$ cat src/rtl/yutorina_bus_if_if.sv
// Stage-side, SPM-side and bus-side signal bundle for yutorina_bus_if.
// master = the bus interface unit; slave = the stage, SPM and arbiter.
interface yutorina_bus_if_if #(
    parameter int ADDR_W     = 30,
    parameter int DATA_W     = 32,
    parameter int SPM_ADDR_W = 12
);
    logic                  stall;
    logic                  flush;
    logic                  busy;
    logic [ADDR_W-1:0]     addr;
    logic                  as_;
    logic                  rw;
    logic [DATA_W-1:0]     w_data;
    logic [DATA_W-1:0]     r_data;
    logic [DATA_W-1:0]     spm_r_data;
    logic [SPM_ADDR_W-1:0] spm_addr;
    logic                  spm_as_;
    logic                  spm_rw;
    logic [DATA_W-1:0]     spm_w_data;
    logic [DATA_W-1:0]     bus_r_data;
    logic                  bus_rdy_;
    logic                  bus_grnt_;
    logic                  bus_req_;
    logic [ADDR_W-1:0]     bus_addr;
    logic                  bus_as_;
    logic                  bus_rw;
    logic [DATA_W-1:0]     bus_w_data;

    modport master (
        input  stall, flush, addr, as_, rw, w_data, spm_r_data,
               bus_r_data, bus_rdy_, bus_grnt_,
        output busy, r_data, spm_addr, spm_as_, spm_rw, spm_w_data,
               bus_req_, bus_addr, bus_as_, bus_rw, bus_w_data
    );

    modport slave (
        output stall, flush, addr, as_, rw, w_data, spm_r_data,
               bus_r_data, bus_rdy_, bus_grnt_,
        input  busy, r_data, spm_addr, spm_as_, spm_rw, spm_w_data,
               bus_req_, bus_addr, bus_as_, bus_rw, bus_w_data
    );
endinterface

$ cat src/rtl/yutorina_bus_if.sv
// Pipeline-stage bus interface: SPM/bus decode plus req/grant/strobe/ready handshake.
// Define YUTORINA_BUS_IF_SPM_EN to enable the scratch-pad decode; otherwise all accesses use the bus.
module yutorina_bus_if #(
    parameter int       ADDR_W     = 30,
    parameter int       DATA_W     = 32,
    parameter int       SPM_ADDR_W = 12,
    parameter bit [2:0] SPM_IDX    = 3'd1
) (
    input  logic              clk,
    input  logic              rst,
    yutorina_bus_if_if.master bif
);
    typedef enum logic [1:0] {IDLE, REQ, ACCESS, WAIT} state_e;

    state_e              state_q, state_d;
    logic                bus_req_q, bus_req_d;
    logic                bus_as_q, bus_as_d;
    logic                bus_rw_q, bus_rw_d;
    logic [ADDR_W-1:0]   bus_addr_q, bus_addr_d;
    logic [DATA_W-1:0]   bus_wdata_q, bus_wdata_d;
    logic [DATA_W-1:0]   rbuf_q, rbuf_d;

    logic                spm_hit;
    logic [DATA_W-1:0]   spm_rd;
    logic                acc_req;
    logic                busy_c;
    logic                spm_as_c;
    logic [DATA_W-1:0]   r_data_c;

`ifdef YUTORINA_BUS_IF_SPM_EN
    assign spm_hit         = (bif.addr[ADDR_W-1:ADDR_W-3] == SPM_IDX);
    assign spm_rd          = bif.spm_r_data;
    assign bif.spm_addr    = bif.addr[SPM_ADDR_W-1:0];
    assign bif.spm_rw      = bif.rw;
    assign bif.spm_w_data  = bif.w_data;
`else
    assign spm_hit         = 1'b0;
    assign spm_rd          = '0;
    assign bif.spm_addr    = '0;
    assign bif.spm_rw      = 1'b1;
    assign bif.spm_w_data  = '0;
`endif

    // Gated by rst so the combinational outputs stay quiet while reset is held.
    assign acc_req = rst && !bif.as_ && !bif.flush;

    always_comb begin
        state_d     = state_q;
        bus_req_d   = bus_req_q;
        bus_as_d    = bus_as_q;
        bus_rw_d    = bus_rw_q;
        bus_addr_d  = bus_addr_q;
        bus_wdata_d = bus_wdata_q;
        rbuf_d      = rbuf_q;
        busy_c      = 1'b0;
        spm_as_c    = 1'b1;
        r_data_c    = '0;
        case (state_q)
            IDLE: begin
                if (acc_req) begin
                    if (spm_hit) begin
                        spm_as_c = 1'b0;
                        r_data_c = spm_rd;
                    end else begin
                        busy_c      = 1'b1;
                        bus_req_d   = 1'b0;
                        bus_addr_d  = bif.addr;
                        bus_rw_d    = bif.rw;
                        bus_wdata_d = bif.w_data;
                        state_d     = REQ;
                    end
                end
            end
            REQ: begin
                busy_c = 1'b1;
                if (!bif.bus_grnt_) begin
                    bus_as_d = 1'b0;
                    state_d  = ACCESS;
                end
            end
            ACCESS: begin
                // Strobe is a single-cycle pulse regardless of ready latency.
                bus_as_d = 1'b1;
                if (!bif.bus_rdy_) begin
                    r_data_c  = bus_rw_q ? bif.bus_r_data : '0;
                    rbuf_d    = r_data_c;
                    bus_req_d = 1'b1;
                    state_d   = bif.stall ? WAIT : IDLE;
                end else begin
                    busy_c = 1'b1;
                end
            end
            WAIT: begin
                r_data_c = rbuf_q;
                if (!bif.stall) state_d = IDLE;
            end
            default: state_d = IDLE;
        endcase
    end

    always_ff @(posedge clk or negedge rst) begin
        if (!rst) begin
            state_q     <= IDLE;
            bus_req_q   <= 1'b1;
            bus_as_q    <= 1'b1;
            bus_rw_q    <= 1'b1;
            bus_addr_q  <= '0;
            bus_wdata_q <= '0;
            rbuf_q      <= '0;
        end else begin
            state_q     <= state_d;
            bus_req_q   <= bus_req_d;
            bus_as_q    <= bus_as_d;
            bus_rw_q    <= bus_rw_d;
            bus_addr_q  <= bus_addr_d;
            bus_wdata_q <= bus_wdata_d;
            rbuf_q      <= rbuf_d;
        end
    end

    assign bif.busy       = busy_c;
    assign bif.r_data     = r_data_c;
    assign bif.spm_as_    = spm_as_c;
    assign bif.bus_req_   = bus_req_q;
    assign bif.bus_as_    = bus_as_q;
    assign bif.bus_rw     = bus_rw_q;
    assign bif.bus_addr   = bus_addr_q;
    assign bif.bus_w_data = bus_wdata_q;
endmodule
$ cat src/flat_wrapper.sv
// flat-port wrapper written by rule: the top's interface ports become plain ports
module yutorina_bus_if_flat 
#(
    parameter int       ADDR_W     = 30,
    parameter int       DATA_W     = 32,
    parameter int       SPM_ADDR_W = 12,
    parameter bit [2:0] SPM_IDX    = 3'd1
)
  (clk, rst, bif_stall, bif_flush, bif_addr, bif_as_, bif_rw, bif_w_data, bif_spm_r_data, bif_bus_r_data, bif_bus_rdy_, bif_bus_grnt_, bif_busy, bif_r_data, bif_spm_addr, bif_spm_as_, bif_spm_rw, bif_spm_w_data, bif_bus_req_, bif_bus_addr, bif_bus_as_, bif_bus_rw, bif_bus_w_data);
  yutorina_bus_if_if #(.ADDR_W(ADDR_W), .DATA_W(DATA_W), .SPM_ADDR_W(SPM_ADDR_W)) bif_i ();
  input  logic clk;
  input  logic rst;
  input wire logic [$bits(bif_i.stall)-1:0] bif_stall;
  input wire logic [$bits(bif_i.flush)-1:0] bif_flush;
  input wire logic [$bits(bif_i.addr)-1:0] bif_addr;
  input wire logic [$bits(bif_i.as_)-1:0] bif_as_;
  input wire logic [$bits(bif_i.rw)-1:0] bif_rw;
  input wire logic [$bits(bif_i.w_data)-1:0] bif_w_data;
  input wire logic [$bits(bif_i.spm_r_data)-1:0] bif_spm_r_data;
  input wire logic [$bits(bif_i.bus_r_data)-1:0] bif_bus_r_data;
  input wire logic [$bits(bif_i.bus_rdy_)-1:0] bif_bus_rdy_;
  input wire logic [$bits(bif_i.bus_grnt_)-1:0] bif_bus_grnt_;
  output wire logic [$bits(bif_i.busy)-1:0] bif_busy;
  output wire logic [$bits(bif_i.r_data)-1:0] bif_r_data;
  output wire logic [$bits(bif_i.spm_addr)-1:0] bif_spm_addr;
  output wire logic [$bits(bif_i.spm_as_)-1:0] bif_spm_as_;
  output wire logic [$bits(bif_i.spm_rw)-1:0] bif_spm_rw;
  output wire logic [$bits(bif_i.spm_w_data)-1:0] bif_spm_w_data;
  output wire logic [$bits(bif_i.bus_req_)-1:0] bif_bus_req_;
  output wire logic [$bits(bif_i.bus_addr)-1:0] bif_bus_addr;
  output wire logic [$bits(bif_i.bus_as_)-1:0] bif_bus_as_;
  output wire logic [$bits(bif_i.bus_rw)-1:0] bif_bus_rw;
  output wire logic [$bits(bif_i.bus_w_data)-1:0] bif_bus_w_data;
  assign bif_i.stall = bif_stall;
  assign bif_i.flush = bif_flush;
  assign bif_i.addr = bif_addr;
  assign bif_i.as_ = bif_as_;
  assign bif_i.rw = bif_rw;
  assign bif_i.w_data = bif_w_data;
  assign bif_i.spm_r_data = bif_spm_r_data;
  assign bif_i.bus_r_data = bif_bus_r_data;
  assign bif_i.bus_rdy_ = bif_bus_rdy_;
  assign bif_i.bus_grnt_ = bif_bus_grnt_;
  assign bif_busy = bif_i.busy;
  assign bif_r_data = bif_i.r_data;
  assign bif_spm_addr = bif_i.spm_addr;
  assign bif_spm_as_ = bif_i.spm_as_;
  assign bif_spm_rw = bif_i.spm_rw;
  assign bif_spm_w_data = bif_i.spm_w_data;
  assign bif_bus_req_ = bif_i.bus_req_;
  assign bif_bus_addr = bif_i.bus_addr;
  assign bif_bus_as_ = bif_i.bus_as_;
  assign bif_bus_rw = bif_i.bus_rw;
  assign bif_bus_w_data = bif_i.bus_w_data;
  yutorina_bus_if #(.ADDR_W(ADDR_W), .DATA_W(DATA_W), .SPM_ADDR_W(SPM_ADDR_W), .SPM_IDX(SPM_IDX)) u_core (.clk(clk), .rst(rst), .bif(bif_i));
endmodule
$ cat config.mk
export PLATFORM = sky130hd
export DESIGN_NAME = yutorina_bus_if_flat
export DESIGN_NICKNAME = d
export VERILOG_FILES = /design/src/rtl/yutorina_bus_if_if.sv /design/src/rtl/yutorina_bus_if.sv /design/src/flat_wrapper.sv
export SDC_FILE = /design/constraint.sdc
export NUM_CORES = 1
export LEC_CHECK = 0
export CAP_MARGIN = 20
export CORE_AREA = 2 2 107 109
export CTS_BUF_LIST = sky130_fd_sc_hd__clkbuf_2 sky130_fd_sc_hd__clkbuf_4 sky130_fd_sc_hd__clkbuf_8
export DETAILED_ROUTE_END_ITERATION = 8
export DIE_AREA = 0 0 109 111
export GPL_TIMING_DRIVEN = 0
export PLACE_DENSITY = 0.87
export SLEW_MARGIN = 20
export SYNTH_ARGS = -nofsm -noshare
export SYNTH_HDL_FRONTEND = slang
export SYNTH_SLANG_ARGS = --single-unit
export TNS_END_PERCENT = 100
$ cat constraint.sdc
create_clock -name clk -period 5.5 [get_ports clk]
set_clock_uncertainty 0.2 [all_clocks]
set_input_delay 0.55 -clock clk [delete_from_list [all_inputs] [get_ports clk]]
set_output_delay 0.55 -clock clk [all_outputs]
set_load 0.02 [all_outputs]
==> impl_metrics.tcl <==
set metrics [dict create \
    synth_area_leaders "dfrtp_1 (55%), mux2_2 (16%), a22o_1 (13%)" \
    hp-start "u_core.bif.bus_as_$_DFFE_PN1P_" \
    post-route-util_pct 62.63 \
    r2r-start "u_core.state_q[0]$_DFFE_PN0P_" \
    antenna_found_initial 0 \
    io_buffer_count 199 \
    hold_viol 0 \
    dieArea_mm2 0.01210 \
    rsz0062_at_grt "false" \
    vias_per_cell 4.742 \
    cts_tree "yes" \
    grt_pass1_vias 3619 \
    final_cell_mix "clkdlybuf4s50_1 (198), dfrtp_1 (96), a22o_1 (64), mux2_2 (63), buf_4 (47)" \
    fin_hold_ws_ps 307.2 \
    placed_cell_area_mm2 0.006749 \
    pre_cts_ws_ps 1980 \
    grt_max_degree 52 \
    dr_total_vias 3424 \
    gr-usage-met1_pct 20.33 \
    yosys.area.top_type_share_pct 54.79 \
    cts_resized 0 \
    gr-total-overflow 0 \
    post-route-drc-count 0 \
    avgRoutedWirePerCell_um 15.94 \
    yosys_warnings 0 \
    r2r_cells 5 \
    final_max_slew_viol_count 0 \
    hold_path_depth 2 \
    final_common_cell "clkdlybuf4s50_1" \
    r2r_end "u_core.bif.bus_addr[11]$_DFFE_PN0P_" \
    h-tree-depth 3 \
    initial_utilization_pct 39.58 \
    drive_above_1_share_pct 25.91 \
    ys_seq_area_share_pct 56.59 \
    io_pins 278 \
    track_usage_pct 18.91 \
    drtIter0Drc 103 \
    fin_ws_ps 1789 \
    p_leak_nw 3.145 \
    cts_num_sinks 99 \
    ctsHoldBuffers 1 \
    worstPathMaxFanout 51 \
    whs_endpoint "u_core.bif.bus_as_$_DFFE_PN1P_" \
    hold_class "register to register" \
    peakVddDrop_mv 0.3505 \
    die_w_um 109 \
    worst_ep_arrival_time_ps 2960 \
    cts.reportedPaths.clkPinSlew_ps 90 \
    status "finished clean" \
    stdcell_count 722 \
    max_cap_violations 0 \
    synth.distinct_cells 24 \
    dp_hpwl_um 8881 \
    power_per_cell_area_mw_per_mm2 479.9 \
    grt.busiest_layer "met2" \
    postSynthCellCount 318 \
    cts_inserted_buffers 9 \
    cts_setup_buffers 0 \
    setup_viol 0 \
    period_minus_slack_ps 3711 \
    period_share_pct 67.47 \
    ant_nets 0 \
    rrSetupSlack_ps 3570 \
    syn-cell-area_mm2 0.004384 \
    end_kind "output pin" \
    nets 708 \
    grt_pass1_wl_um 17860 \
    clock_path_buffers 2 \
    worstSetupStartpointType "input port" \
    core_area_mm2 0.01108 \
    syn_area_per_cell_um2 13.79 \
    met2_usage_pct 33.75 \
    fmax_mhz 269.5 \
    rows 39 \
    use_met3_pct 7.172 \
    place_inst 705 \
    drt_wl_total_um 11510 \
    ys_ff_latch 99 \
    firstDrtPassIters 4 \
    area_growth_pct 58.25 \
    clockRootBuffer "clkbuf_8" \
    clock_latency_ps 340 \
    die_y_um 111 \
    cp.required_ps 4750 \
    finalInstanceArea_mm2 0.006938 \
    n_antenna_cell 0 \
    critPathKind "input port to output pin" \
    place_congestion 0.7695 \
    post-synth-top-area-cell "dfrtp_1" \
]
registers in the layout (all words and copies together) (netlist names):
signal,count
u_core.bif.bus_w_data,32
u_core.rbuf_q,32
u_core.bif.bus_addr,30
u_core.state_q,2
u_core.bif.bus_as_,1
u_core.bif.bus_req_,1
u_core.bif.bus_rw,1
worst max-delay path by stage:
| stage | from | to | slack, ps | depth (start not counted) |
|---|---|---|---|---|
| 4_1_cts | rst | bif_busy | 1790 | 6 |
| 6_report | rst | bif_busy | 1790 | 6 |
| 3_5_place_dp | bif_bus_rdy_ | bif_r_data[7] | 1980 | 7 |
| 2_1_floorplan | bif_bus_rdy_ | bif_r_data[0] | 3120 | 5 |
| 3_3_place_gp | rst | bif_busy | -870 | 5 |
| 5_1_grt | rst | bif_busy | 1670 | 6 |
cell usage after synthesis (all sizes together):
cell and instances:
a211oi 1, a21bo 1, a21o 1, a21oi 3
a22o 64, and2 1, buf 64, clkbuf 4
conb 2, dfrtp 96, dfstp 3, inv 3
mux2 63, nand2 2, nand2b 1, nor2 4
nor3 1, nor3b 1, o21ai 1, o22ai 1
or3b 1
critical path, cell delays in order:
cell and delay [ps]:
dlygate4sd3_1 560, buf_6 400, nor3b_1 470, nor3_1 130, a21oi_1 170, clkdlybuf4s50_1 650
cells by family (layout without fill, tap and decap cells):
| logic type | Yosys count | in the layout | share of synthesized area [%] |
|---|---|---|---|
| flip-flops | 99 | 99 | 56.59 |
| AND/OR/NAND/NOR | 11 | 11 | 1.655 |
| multiplexers | 63 | 63 | 16.18 |
| other | 2 | 46 | 0.1713 |
| buffers and inverters | 71 | 288 | 11.44 |
| AO/OA/AOI/OAI | 72 | 72 | 13.96 |
report_power, final:
part	switching [mW]	total (mW)	internal (mW)
Combinational	0.783	1.67	0.887
Sequential	0.173	1.24	1.06
Clock	0.238	0.424	0.187
Total	1.19	3.33	2.14
final cells by class:
cell class / instances / area, um2
repair buffers: 201 / 2031
clock buffers: 12 / 152.6
plain buffers: 68 / 490.5
well taps: 143 / 178.9
clock inverters: 4 / 26.28
inverters: 3 / 11.26
multi-input cells: 192 / 1567
fillers: 874 / 4139
flip-flops and latches: 99 / 2481
metrics by stage:
| step | TNS [ps] | power, mW |
|---|---|---|
| global route | 0 | 3.511 |
| floorplan | 0 | 2.111 |
| finish | 0 | 3.330 |
| global placement | -36410 | 2.860 |
| detailed placement | 0 | 2.928 |
| CTS | 0 | 3.372 |
metal layers:
| layer | up-vias | wire length [um] |
|---|---|---|
| li1 | 1567 | - |
| met1 | 1676 | 4189 |
| met2 | 163 | 5930 |
| met3 | 18 | 1173 |
| met4 | 0 | 212 |
| met5 | - | 0 |
Note: power is estimated with default switching activity, not from simulation.
